$ cat config.mk
export PLATFORM = sky130hd
export DESIGN_NAME = pc_redirect_ctrl
export DESIGN_NICKNAME = d
export VERILOG_FILES = /design/src/rtl/pc_redirect_ctrl.sv
export SDC_FILE = /design/constraint.sdc
export NUM_CORES = 1
export LEC_CHECK = 0
export CAP_MARGIN = 0
export CORE_UTILIZATION = 43
export DETAILED_ROUTE_END_ITERATION = 6
export PLACE_DENSITY_LB_ADDON = 0.2
export SETUP_SLACK_MARGIN = 0.05
export SLEW_MARGIN = 20
export SYNTH_ARGS = -nofsm -noshare
export SYNTH_HDL_FRONTEND = slang
export SYNTH_SLANG_ARGS = --single-unit
$ cat constraint.sdc
create_clock -name clk -period 2.15 [get_ports clk]
set_input_delay 0.215 -clock clk [delete_from_list [all_inputs] [get_ports clk]]
set_output_delay 0.215 -clock clk [all_outputs]
set_load 0.05 [all_outputs]
$ cat src/rtl/pc_redirect_ctrl.sv
// PC redirect controller: resolves taken branches, stack returns and
// interrupt entry into PC loads, using a handshaked data-memory port
// for the return-address pop and the interrupt push.
module pc_redirect_ctrl #(
    parameter logic [7:0]  IRQ_VECTOR  = 8'h01,
    parameter int unsigned MEM_TIMEOUT = 15
) (
    input  logic       clk,
    input  logic       rst_n,
    input  logic       b_take_i,
    input  logic [1:0] pc_src_i,
    input  logic [7:0] br_target_i,
    input  logic [7:0] pc_ret_i,
    input  logic       is_rti_i,
    input  logic       irq_i,
    input  logic       mem_ack_i,
    input  logic [7:0] mem_rdata_i,
    output logic       mem_req_o,
    output logic       mem_we_o,
    output logic [7:0] mem_wdata_o,
    output logic       pc_load_o,
    output logic [7:0] pc_next_o,
    output logic       flush_o,
    output logic       stall_o,
    output logic       irq_ack_o,
    output logic       mem_err_o
);

    typedef enum logic [1:0] {
        S_IDLE     = 2'b00,
        S_RET_WAIT = 2'b01,
        S_IRQ_PUSH = 2'b10
    } state_t;

    // Last wait cycle index; an un-acked cycle at this count aborts.
    localparam logic [7:0] TMO_LAST = 8'(MEM_TIMEOUT - 1);

    state_t     state_q, state_d;
    logic       in_isr_q, in_isr_d;
    logic       ret_rti_q, ret_rti_d;
    logic [7:0] saved_pc_q, saved_pc_d;
    logic [7:0] tmo_cnt_q, tmo_cnt_d;

    logic       mem_req_c, mem_we_c, pc_load_c, flush_c, stall_c;
    logic       irq_ack_c, mem_err_c;
    logic [7:0] mem_wdata_c, pc_next_c;

    logic br_fw, br_ret, tmo_hit;

    // pc_src=11 decodes to neither redirect, so it behaves as NORM.
    assign br_fw   = b_take_i && (pc_src_i == 2'b01);
    assign br_ret  = b_take_i && (pc_src_i == 2'b10);
    assign tmo_hit = (tmo_cnt_q == TMO_LAST);

    // Next-state and same-cycle output decode.
    always_comb begin
        state_d     = state_q;
        in_isr_d    = in_isr_q;
        ret_rti_d   = ret_rti_q;
        saved_pc_d  = saved_pc_q;
        tmo_cnt_d   = tmo_cnt_q;
        mem_req_c   = 1'b0;
        mem_we_c    = 1'b0;
        mem_wdata_c = 8'h00;
        pc_load_c   = 1'b0;
        pc_next_c   = 8'h00;
        flush_c     = 1'b0;
        stall_c     = 1'b0;
        irq_ack_c   = 1'b0;
        mem_err_c   = 1'b0;
        case (state_q)
            S_IDLE: begin
                if (br_fw) begin
                    pc_load_c = 1'b1;
                    pc_next_c = br_target_i;
                    flush_c   = 1'b1;
                end else if (br_ret) begin
                    flush_c   = 1'b1;
                    ret_rti_d = is_rti_i;
                    tmo_cnt_d = 8'h00;
                    state_d   = S_RET_WAIT;
                end else if (irq_i && !in_isr_q) begin
                    // Branches win; a still-pending irq is taken once IDLE is quiet.
                    irq_ack_c  = 1'b1;
                    flush_c    = 1'b1;
                    saved_pc_d = pc_ret_i;
                    in_isr_d   = 1'b1;
                    tmo_cnt_d  = 8'h00;
                    state_d    = S_IRQ_PUSH;
                end
            end
            S_RET_WAIT: begin
                mem_req_c = 1'b1;
                stall_c   = 1'b1;
                if (mem_ack_i) begin
                    // An ack on the timeout cycle still completes normally.
                    pc_load_c = 1'b1;
                    pc_next_c = mem_rdata_i;
                    if (ret_rti_q) begin
                        in_isr_d = 1'b0;
                    end
                    state_d = S_IDLE;
                end else if (tmo_hit) begin
                    mem_err_c = 1'b1;
                    state_d   = S_IDLE;
                end else begin
                    tmo_cnt_d = tmo_cnt_q + 8'd1;
                end
            end
            S_IRQ_PUSH: begin
                mem_req_c   = 1'b1;
                mem_we_c    = 1'b1;
                mem_wdata_c = saved_pc_q;
                stall_c     = 1'b1;
                if (mem_ack_i) begin
                    pc_load_c = 1'b1;
                    pc_next_c = IRQ_VECTOR;
                    state_d   = S_IDLE;
                end else if (tmo_hit) begin
                    // in_isr stays set: the handler context is considered entered.
                    mem_err_c = 1'b1;
                    state_d   = S_IDLE;
                end else begin
                    tmo_cnt_d = tmo_cnt_q + 8'd1;
                end
            end
            default: begin
                state_d = S_IDLE;
            end
        endcase
    end

    // State registers with asynchronous active-low clear.
    always_ff @(posedge clk or negedge rst_n) begin
        if (!rst_n) begin
            state_q    <= S_IDLE;
            in_isr_q   <= 1'b0;
            ret_rti_q  <= 1'b0;
            saved_pc_q <= 8'h00;
            tmo_cnt_q  <= 8'h00;
        end else begin
            state_q    <= state_d;
            in_isr_q   <= in_isr_d;
            ret_rti_q  <= ret_rti_d;
            saved_pc_q <= saved_pc_d;
            tmo_cnt_q  <= tmo_cnt_d;
        end
    end

    // Outputs are forced low while reset is asserted, even when inputs
    // would otherwise produce a combinational redirect.
    assign mem_req_o   = rst_n & mem_req_c;
    assign mem_we_o    = rst_n & mem_we_c;
    assign mem_wdata_o = rst_n ? mem_wdata_c : 8'h00;
    assign pc_load_o   = rst_n & pc_load_c;
    assign pc_next_o   = rst_n ? pc_next_c : 8'h00;
    assign flush_o     = rst_n & flush_c;
    assign stall_o     = rst_n & stall_c;
    assign irq_ack_o   = rst_n & irq_ack_c;
    assign mem_err_o   = rst_n & mem_err_c;

endmodule

==> flow_metrics.env, run 1 <==
export IMPL_timing_hold_ws_ns=0.172
export IMPL_nets=251
export IMPL_area_delta_synth_final_pct=68.0
export IMPL_synth_simple_area_share_pct=32.1
export IMPL_startpoint_type="flop"
export IMPL_insertion_delay_ns=0.30
export IMPL_remaining_drc_errors=0
export IMPL_post_drt_wl_per_cell_um=15.2
export IMPL_drv_slew=0
export IMPL_hold_path_class="primary input to asynchronous set/reset pin"
export IMPL_final_cell_mix="clkdlybuf4s50_1 (31), buf_12 (25), dfrtp_1 (20)"
export IMPL_drive_gt1_share_pct=29.9
export IMPL_grt_pass1_wl_um=6410
export IMPL_numPortBuffers=54
export IMPL_power_mw=2.41
export IMPL_root_buffer="clkbuf_4"
export IMPL_rsz0062_at_grt="false"
export IMPL_cts_max_level=1
export IMPL_yosys_warnings=0
export IMPL_antenna_cells=0
export IMPL_synthCells=154
export IMPL_seqPwrFrac_pct=25.2
export IMPL_tightest_slew_ns=0.357
export IMPL_fin_worst_skew_ns=0.00396
export IMPL_fp_dieArea_um2=3490
export IMPL_slew_headroom_pct=76.2
export IMPL_io_pin_count=55
export IMPL_rr_worst_depth=7
export IMPL_ant_nets=0
export IMPL_ir_drop_v=0.000932
export IMPL_cp_arrival_ns=1.81
export IMPL_layout_commonest_cell="clkdlybuf4s50_1"
export IMPL_synth_compound_area_share_pct=11.4
export IMPL_clock_tree_buffer_depth=2
export IMPL_ys_ff_latch=20
export IMPL_synthDistinctLibCells=35
export IMPL_ctsHoldBuffers=0
export IMPL_critPathKind="flop to output pin"
export IMPL_finalCritPeriodShare_pct=94.0
export IMPL_status="finished clean"
export IMPL_r2r_slack_ns=0.33
export IMPL_fmax_mhz=495
export IMPL_syn_nets=193
export IMPL_p_int_mw=1.38
export IMPL_synth_adder_area_share_pct=6.25
export IMPL_routed_wl_um=3860
export IMPL_grt_pass1_vias=1421
export IMPL_finalHoldViolCount=0
export IMPL_fp_coreArea_um2=3080
export IMPL_pre_cts_ws_ns=0.114
export IMPL_post_route_min_period_ns=2.02
export IMPL_fill_cells=225
export IMPL_grt_overflow_total=0
export IMPL_grt_usage_pct=23.9
export IMPL_ys_seq_area_share_pct=35.7
export IMPL_synthMuxAreaShare_pct=9.38
export IMPL_initial_core_util_pct=45.5
export IMPL_die_x_um=59.1
export IMPL_cellPowerDensity_nw_per_um2=1020
export IMPL_cts_made_buffers=3
export IMPL_p_leak_nw=0.991
export IMPL_syn_area_um2=1400
export IMPL_setup_viol=0
export IMPL_synth_top_family_by_area="simple AND/OR/NAND/NOR gates"
export IMPL_die_h_um=59.1
export IMPL_cts_tree="done"
export IMPL_avgViaCountPerCell=5.31
export IMPL_r2r_start="state_q[1]"
export IMPL_cp_required_ns=1.93
export IMPL_r2r_end="tmo_cnt_q[5]"
export IMPL_dp_hpwl_um=3120
export IMPL_antenna_found_initial=0
export IMPL_place_congestion=0.845
export IMPL_cp_max_fo=7
export IMPL_pwr_share_comb_pct=65.5
export IMPL_clock_sinks=20
export IMPL_sw_frac_of_total_pct=42.8
export IMPL_finalWorstSetupSlack_ns=0.129
export IMPL_clkTransAtPathRegs_ns=0.12
export IMPL_dr_pass1_iters=4
export IMPL_maxCapViolations=0
export IMPL_pwr_share_clk_pct=9.3
export IMPL_rows=20
export IMPL_drt_iter0_drc=76
export IMPL_cp_end_kind="output pin"
export IMPL_grt_max_degree=17
export IMPL_num_vias=1355
export IMPL_yosys_area_share_xor_xnor_pct=0.625
export IMPL_avgSynthCellArea_um2=9.10
export IMPL_p_switching_mw=1.03
## worst max-delay path, cell delays in order, from the launching register on
cell,delay (ns)
dfrtp_1,0.42
inv_1,0.18
ha_1,0.22
and2_2,0.23
a22oi_1,0.13
nor2_2,0.16
buf_12,0.15
## power by group through the flow
stage / sequential [mW] / combinational, mW / clock (mW)
floorplan: 0.579 / 0.879 / 0
global placement: 0.594 / 1.47 / 0
detailed placement: 0.611 / 1.52 / 0
CTS: 0.604 / 1.53 / 0.227
global route: 0.629 / 1.68 / 0.253
finish: 0.608 / 1.58 / 0.225
## cells in the mapped netlist, drive strengths merged
master	n	share of area, %
dfrtp	20	36
nand2	19	5.1
nand3	17	6.1
nor2	11	2.9
and3	9	4.0
mux2	9	7.2
a22oi	8	4.3
ha	7	6.2
clkbuf	6	1.6
or4b	6	4.3
and2	4	1.8
buf	4	2.1
nand2b	4	1.8
a21oi	3	1.1
inv	3	0.80
mux2i	3	2.1
nand4	3	1.3
a22o	2	1.3
o21ai	2	0.71
a21o	1	0.54
a31oi	1	1.5
and4b	1	0.71
and4bb	1	1.2
nand3b	1	0.54
nand4b	1	0.63
nor2b	1	0.45
nor3	1	0.36
nor3b	1	0.54
o211ai	1	0.89
o2bb2ai	1	0.63
o31ai	1	0.54
or2	1	0.45
xor2	1	0.63
## metal layers
metal	share of wire, %	vias up	GRT usage, %
met1	42	636	30.3
met3	4.0	6	4.59
li1	-	668	-
met4	1.6	0	2.38
met2	52	45	43.5
met5	0	-	0
## layout make-up
| cell class | count | area [um^2] | area share [%] |
|---|---|---|---|
| flip-flops and latches | 20 | 500 | 21.3 |
| well taps | 44 | 55.1 | 2.34 |
| repair buffers | 63 | 863 | 36.7 |
| multi-input cells | 121 | 888 | 37.7 |
| clock buffers | 4 | 36.3 | 1.54 |
| inverters | 3 | 11.3 | 0.478 |
## state kept, by name (all words and copies together) (netlist names)
name / count
state_q: 2
in_isr_q: 1
tmo_cnt_q: 8
saved_pc_q: 8
ret_rti_q: 1
## what timing repair did
item	CTS	global route
gates resized for setup	3	4
buffers inserted	0	0
endpoints found under the setup margin	8	9
## worst max-delay path by stage
stage                from           end  slack, ns
2_1_floorplan  state_q[0]     mem_err_o      -0.08
3_3_place_gp     b_take_i  tmo_cnt_q[5]       0.19
3_5_place_dp     b_take_i  pc_next_o[5]       0.11
4_1_cts        state_q[0]  pc_next_o[5]       0.07
5_1_grt        state_q[1]  pc_next_o[5]       0.03
6_report       state_q[1]  pc_next_o[5]       0.13
## metrics by stage
stage	cell area, um^2	utilization [%]	cells	TNS (ns)
after global placement	2300	74.6	251	0
after CTS	2340	76.1	255	0
after floorplan	1430	-	154	-0.0821
after global routing	2350	76.5	255	0
final	2350	76.5	255	0
after detailed placement	2300	74.6	251	0
## kinds of logic (layout without fill, tap and decap cells)
group / Yosys count / after routing
flops: 20 / 20
mux: 12 / 12
buf+inv: 13 / 70
compound gates: 20 / 20
simple gates: 81 / 81
xor+xnor: 1 / 1
fa+ha+maj: 7 / 7
Note: power is estimated with default switching activity, not from simulation.
==> run 2: changes to the inputs <==
--- a/config.mk
+++ b/config.mk
@@ -10,7 +10,7 @@
 export DETAILED_ROUTE_END_ITERATION = 6
 export PLACE_DENSITY_LB_ADDON = 0.2
 export SETUP_SLACK_MARGIN = 0.05
-export SLEW_MARGIN = 20
+export SLEW_MARGIN = 40
 export SYNTH_ARGS = -nofsm -noshare
 export SYNTH_HDL_FRONTEND = slang
 export SYNTH_SLANG_ARGS = --single-unit
==> results of run 2 <==
Final layout, timing and power as in run 1 (identical DEF).
==> run 3: changes to the inputs <==
--- a/config.mk
+++ b/config.mk
@@ -8,6 +8,7 @@
 export CAP_MARGIN = 0
 export CORE_UTILIZATION = 43
 export DETAILED_ROUTE_END_ITERATION = 6
+export GPL_ROUTABILITY_DRIVEN = 1
 export PLACE_DENSITY_LB_ADDON = 0.2
 export SETUP_SLACK_MARGIN = 0.05
 export SLEW_MARGIN = 40
==> results of run 3 <==
Final layout, timing and power as in run 1 (identical DEF).
